File: src/rtl/rv32i_types.sv
// Shared decode/RAS types: checkpoint record, default RAS geometry, link-register helper.
package rv32i_types;

  localparam int unsigned RAS_DEPTH = 8;
  localparam int unsigned RAS_XLEN  = 32;

  // Checkpoint fields are sized for the largest supported geometry
  // (DEPTH <= 2**16, XLEN <= 64); users fill only the low bits they need.
  localparam int unsigned RAS_PTR_MAX  = 16;
  localparam int unsigned RAS_ADDR_MAX = 64;

  typedef struct packed {
    logic [RAS_PTR_MAX-1:0]  tos;
    logic [RAS_PTR_MAX:0]    count;
    logic [RAS_ADDR_MAX-1:0] top;
    logic                    valid;
  } ras_ckpt_t;

  typedef logic [4:0] rv32i_reg;

  // x1 (ra) and x5 (t0) are the link registers for call/return hints.
  function automatic logic is_link_reg(input rv32i_reg r);
    return (r == 5'd1) || (r == 5'd5);
  endfunction

endpackage

File: src/rtl/ras_storage.sv
// Return-address array: one synchronous write port, one asynchronous read port.
module ras_storage
  import rv32i_types::*;
#(
  parameter int unsigned DEPTH = RAS_DEPTH,
  parameter int unsigned XLEN  = RAS_XLEN
) (
  input  logic                     clk,
  input  logic                     rst,
  input  logic                     we,
  input  logic [$clog2(DEPTH)-1:0] waddr,
  input  logic [XLEN-1:0]          wdata,
  input  logic [$clog2(DEPTH)-1:0] raddr,
  output logic [XLEN-1:0]          rdata
);

  logic [XLEN-1:0] mem_q [DEPTH];

  // Entry array, cleared on reset.
  always_ff @(posedge clk or posedge rst) begin
    if (rst) begin
      for (int i = 0; i < int'(DEPTH); i++) mem_q[i] <= '0;
    end else if (we) begin
      mem_q[waddr] <= wdata;
    end
  end

  assign rdata = mem_q[raddr];

endmodule

File: src/rtl/ras_ctrl.sv
// Return-address-stack controller: push/pop/swap, single-level checkpoint and restore.
// Optional statistics counters are compiled in with `define RAS_STATS_EN.
module ras_ctrl
  import rv32i_types::*;
#(
  parameter int unsigned DEPTH = RAS_DEPTH,
  parameter int unsigned XLEN  = RAS_XLEN
) (
  input  logic            clk,
  input  logic            rst,
  input  logic            push,
  input  logic            pop,
  input  logic [XLEN-1:0] push_addr,
  output logic [XLEN-1:0] top_addr,
  output logic            empty,
  output logic            full,
  input  logic            ckpt,
  input  logic            restore,
  input  logic            stall
`ifdef RAS_STATS_EN
  ,
  output logic [31:0]     stat_push,
  output logic [31:0]     stat_pop,
  output logic [31:0]     stat_overflow,
  output logic [31:0]     stat_underflow
`endif
);

  localparam int unsigned PtrW = $clog2(DEPTH);
  localparam int unsigned CntW = PtrW + 1;
  localparam logic [CntW-1:0] CntFull = CntW'(DEPTH);

  logic [PtrW-1:0] tos_q, tos_d;
  logic [CntW-1:0] count_q, count_d;
  ras_ckpt_t       snap_q, snap_d;
  // The top value of a checkpoint is read from the array one edge later, when
  // tos already points at it; this keeps the array to a single read port.
  logic            snap_pend_q, snap_pend_d;

  logic            we;
  logic [PtrW-1:0] waddr;
  logic [XLEN-1:0] wdata, rdata;

  logic [PtrW-1:0] snap_tos;
  logic [CntW-1:0] snap_cnt;
  logic [XLEN-1:0] snap_top;
  logic            unused_snap;

  logic accept, do_swap, do_push, do_pop;

  assign snap_tos    = snap_q.tos[PtrW-1:0];
  assign snap_cnt    = snap_q.count[CntW-1:0];
  assign snap_top    = snap_q.top[XLEN-1:0];
  assign unused_snap = ^snap_q;

  assign accept  = !restore && !stall;
  assign do_swap = accept && push && pop && (count_q != '0);
  // Push+pop on an empty stack degenerates to a plain push.
  assign do_push = accept && push && !do_swap;
  assign do_pop  = accept && pop && !push && (count_q != '0);

  ras_storage #(
    .DEPTH (DEPTH),
    .XLEN  (XLEN)
  ) u_storage (
    .clk   (clk),
    .rst   (rst),
    .we    (we),
    .waddr (waddr),
    .wdata (wdata),
    .raddr (tos_q),
    .rdata (rdata)
  );

  // Pointer, count and checkpoint registers.
  always_ff @(posedge clk or posedge rst) begin
    if (rst) begin
      tos_q       <= '0;
      count_q     <= '0;
      snap_q      <= '0;
      snap_pend_q <= 1'b0;
    end else begin
      tos_q       <= tos_d;
      count_q     <= count_d;
      snap_q      <= snap_d;
      snap_pend_q <= snap_pend_d;
    end
  end

  // Next-state: restore beats stall beats push/pop; ckpt sees the post-update state.
  always_comb begin
    tos_d       = tos_q;
    count_d     = count_q;
    we          = 1'b0;
    waddr       = tos_q;
    wdata       = push_addr;
    snap_d      = snap_q;
    snap_pend_d = snap_pend_q;

    if (snap_pend_q) begin
      snap_d.top             = '0;
      snap_d.top[XLEN-1:0]   = rdata;
      snap_pend_d            = 1'b0;
    end

    if (restore) begin
      if (snap_q.valid) begin
        tos_d       = snap_tos;
        count_d     = snap_cnt;
        we          = 1'b1;
        waddr       = snap_tos;
        // Pending means tos still equals snap_tos, so rdata is the saved value.
        wdata       = snap_pend_q ? rdata : snap_top;
        snap_d      = '0;
        snap_pend_d = 1'b0;
      end
    end else if (!stall) begin
      if (do_swap) begin
        we = 1'b1;
      end else if (do_push) begin
        tos_d   = tos_q + PtrW'(1);
        waddr   = tos_q + PtrW'(1);
        we      = 1'b1;
        count_d = (count_q == CntFull) ? count_q : count_q + CntW'(1);
      end else if (do_pop) begin
        tos_d   = tos_q - PtrW'(1);
        count_d = count_q - CntW'(1);
      end

      if (ckpt) begin
        snap_d                      = '0;
        snap_d.tos[PtrW-1:0]        = tos_d;
        snap_d.count[CntW-1:0]      = count_d;
        snap_d.valid                = 1'b1;
        snap_pend_d                 = 1'b1;
      end
    end
  end

  // Outputs are pure functions of registered state.
  always_comb begin
    top_addr = (count_q != '0) ? rdata : '0;
    empty    = (count_q == '0);
    full     = (count_q == CntFull);
  end

`ifdef RAS_STATS_EN
  logic [31:0] stat_push_q, stat_pop_q, stat_overflow_q, stat_underflow_q;
  logic        ev_push, ev_pop, ev_overflow, ev_underflow;

  function automatic logic [31:0] sat_inc(input logic [31:0] v, input logic ev);
    return (ev && (v != '1)) ? v + 32'd1 : v;
  endfunction

  assign ev_push      = do_push || do_swap;
  assign ev_pop       = do_pop || do_swap;
  assign ev_overflow  = do_push && !pop && (count_q == CntFull);
  assign ev_underflow = accept && pop && !push && (count_q == '0);

  // Saturating event counters.
  always_ff @(posedge clk or posedge rst) begin
    if (rst) begin
      stat_push_q      <= '0;
      stat_pop_q       <= '0;
      stat_overflow_q  <= '0;
      stat_underflow_q <= '0;
    end else begin
      stat_push_q      <= sat_inc(stat_push_q, ev_push);
      stat_pop_q       <= sat_inc(stat_pop_q, ev_pop);
      stat_overflow_q  <= sat_inc(stat_overflow_q, ev_overflow);
      stat_underflow_q <= sat_inc(stat_underflow_q, ev_underflow);
    end
  end

  assign stat_push      = stat_push_q;
  assign stat_pop       = stat_pop_q;
  assign stat_overflow  = stat_overflow_q;
  assign stat_underflow = stat_underflow_q;
`endif

endmodule

File: config.mk
export PLATFORM = sky130hd
export DESIGN_NAME = ras_ctrl
export DESIGN_NICKNAME = d
export VERILOG_FILES = /design/src/rtl/rv32i_types.sv /design/src/rtl/ras_storage.sv /design/src/rtl/ras_ctrl.sv
export SDC_FILE = /design/constraint.sdc
export NUM_CORES = 1
export LEC_CHECK = 0
export ABC_AREA = 1
export BUFFER_PORTS_ARGS = -buffer_cell sky130_fd_sc_hd__clkbuf_2
export CORE_MARGIN = 1.5
export CORE_UTILIZATION = 65
export CTS_BUF_LIST = sky130_fd_sc_hd__clkbuf_2
export DETAILED_ROUTE_END_ITERATION = 12
export PLACE_DENSITY = 0.86
export SYNTH_ARGS = -nofsm -noshare
export SYNTH_HDL_FRONTEND = slang
export SYNTH_SLANG_ARGS = --single-unit
File: constraint.sdc
create_clock -name clk -period 31.8 [get_ports clk]
set_input_delay 7.95 -clock clk [delete_from_list [all_inputs] [get_ports clk]]
set_output_delay 7.95 -clock clk [all_outputs]
set_load 0.05 [all_outputs]
==> flow_summary.toml <==
[power_and_ir_drop]
p_leak_uw = 0.009782
power.total_uw = 1448
irDropWorstVdd_mv = 0.06593
p_per_area_mw_per_mm2 = 86.71

[detailed_routing]
drt-initial-drc-count = 1606
drt-wirelength-per-cell_um = 16.05
vias = 14930
postRouteAntennaNets = 0
wl_um = 43520
drc = 0
via_per_inst = 5.505
first_pass_iters = 7

[placement]
io_buffer_count = 72
dp_hpwl_um = 24460
place_congestion = 0.8611

[floorplan]
placement_rows = 56
die-width_um = 159.2
io_pins = 73
start_util_pct = 66.97
die_area_mm2 = 0.02535
core_area_mm2 = 0.02368
die_h_um = 159.2

[setup_path]
crit_fanout = 67
arrival_ps = 4120
setup.worst_path.end = "top_addr[28]"
worstPathRequired_ps = 23850
end_kind = "output pin"
cp-start-kind = "flip-flop"
r2r-start = "tos_q[1]"
startpoint = "tos_q[1]"
rrSetupSlack_ps = 27470
r2r_cells = 12
r2r-end = "u_storage.mem_q[83]"
critical_path_class = "flip-flop to output pin"

[sta]
max_slew.worst_pin.slew_ps = 1210
finalCriticalPeriod_ps = 12070
finalCritPeriodShare_pct = 37.97
fmax_ghz = 0.08282
clock_skew_ps = 74.30
setup_tns_ps = 0
maxSlewViolCount = 0
finalHoldViolations = 0
grt_setup_unrepaired = "false"
setup_viol = 0
relSlewSlack_pct = 19.15

[hold_path]
worstHoldStart = "u_storage.mem_q[170]"
hold_path_class = "flip-flop to flip-flop"
min_path_cells = 2

[clock_tree]
cts_buffers = 78
cts_tree = "done"
post_cts_buffers = 0
cts_resized = 0
root_buffer = "clkbuf_2"
clk_latency_ps = 910
clk_path_buf_depth = 3
h-tree-depth = 3
cts.hold.buffers_added = 0
clk_pin_slew_ps = 90
cts_sinks = 304

[global_routing]
grt_pass1_vias = 14640
gr-usage-all-layers_pct = 35.16
gr-usage-met2_pct = 57.09
busiest_layer = "met2"
met1_usage_pct = 45.72
grt_pass1_wl_um = 71590
grt_antenna_before_repair = 1
grt_overflow = 0
grt_max_degree = 96
use_met3_pct = 7.476

[final_layout]
nFillCells = 2036
drive_above_1_share_pct = 11.59
final_common_cell = "nand2_1"
synthToLayoutAreaGrowth_pct = 5.254
final_util_pct = 70.49
final_cell_mix = "nand2_1 (1,379), dfrtp_1 (301), clkbuf_2 (183)"
final_nets = 2397

[flow_run]
drv_cap = 0

[yosys]
synth_cell_types = 28
synth_fp_nets = 2347
syn_inst = 2304
yosys_warnings = 0
ys_ff_latch = 304
avgSynthCellArea_um2 = 6.884
yosysSeqAreaShare_pct = 47.96
synth_area_mm2 = 0.01586

[status]
outcome = "finished clean"
cell type report:
type,count,area [um^2],area share [%]
timing repair buffer,90,495.5,2.968
clock buffer,111,555.5,3.328
inverter,154,589.3,3.530
antenna,1,2.502,0.01499
multi-input combinational,1726,7017,42.03
tap,319,399.1,2.391
clock inverter,6,22.52,0.1349
sequential,304,7614,45.60
worst max-delay path, stage by stage (launching register included):
cell and delay (ps):
dfrtp_2 350, buf_4 710, clkinv_2 760, buf_4 540
nand2_1 150, nand3_1 110, nand2_1 180, nor2_1 60
clkbuf_2 280
metal layers:
metal | vias up | part of all wire (%)
met4 | 0 | 2.8
met2 | 796 | 47
met3 | 110 | 10
met5 | - | 0
met1 | 6971 | 40
li1 | 7048 | -
cell usage after synthesis, drive strengths merged:
cell,count,share of area [%]
a21oi,6,0.24
o22ai,1,0.039
clkbuf,29,0.69
nand2,1391,33
o211ai,3,0.14
nor2,87,2.5
nor3,2,0.063
dfrtp,304,48
o21ai,12,0.38
clkinv,1,0.024
xnor2,2,0.11
buf,91,3.5
nand3,183,5.9
or2,34,1.3
inv,153,3.6
ha,4,0.32
xor2,1,0.055
registers in the layout (all words and copies together), names as in the netlist:
name / flops
snap_cnt: 4
snap_pend_q: 1
count_q: 4
tos_q: 3
u_storage.mem_q: 256
snap_q: 36
per-stage QoR:
stage          hold WS, ps  cell area [um^2]  std cells  worst slack [ps]
2_1_floorplan        441.7             15860       2304             15450
3_3_place_gp         453.0             16110       2593             20620
6_report             476.3             16690       2711             19730
4_1_cts              476.3             16690       2710             19870
3_5_place_dp         457.9             16110       2593             20490
5_1_grt              492.9             16690       2711             19670
how the worst min path moves through the flow:
stage | slack [ps] | to
6_report | 480 | u_storage.mem_q[170]
5_1_grt | 490 | u_storage.mem_q[14]
4_1_cts | 480 | u_storage.mem_q[66]
3_5_place_dp | 460 | u_storage.mem_q[66]
3_3_place_gp | 450 | u_storage.mem_q[133]
2_1_floorplan | 440 | u_storage.mem_q[64]
cells by family after synthesis:
family | share of synthesized area [%]
AND/OR/NAND/NOR | 42.91
flip-flops | 47.96
buffers and inverters | 7.849
AO/OA/AOI/OAI | 0.7968
adder cells (fa/ha/maj) | 0.3155
XOR/XNOR | 0.1657
report_power, final:
part | total [uW] | internal, uW | leakage (uW) | switching (uW)
registers | 603 | 525 | 0.00404 | 77.5
clock network | 247 | 90.3 | 0.000484 | 156
logic | 598 | 169 | 0.00526 | 429
total | 1450 | 785 | 0.00978 | 663
No activity file was read; power rests on OpenSTA's default activity.
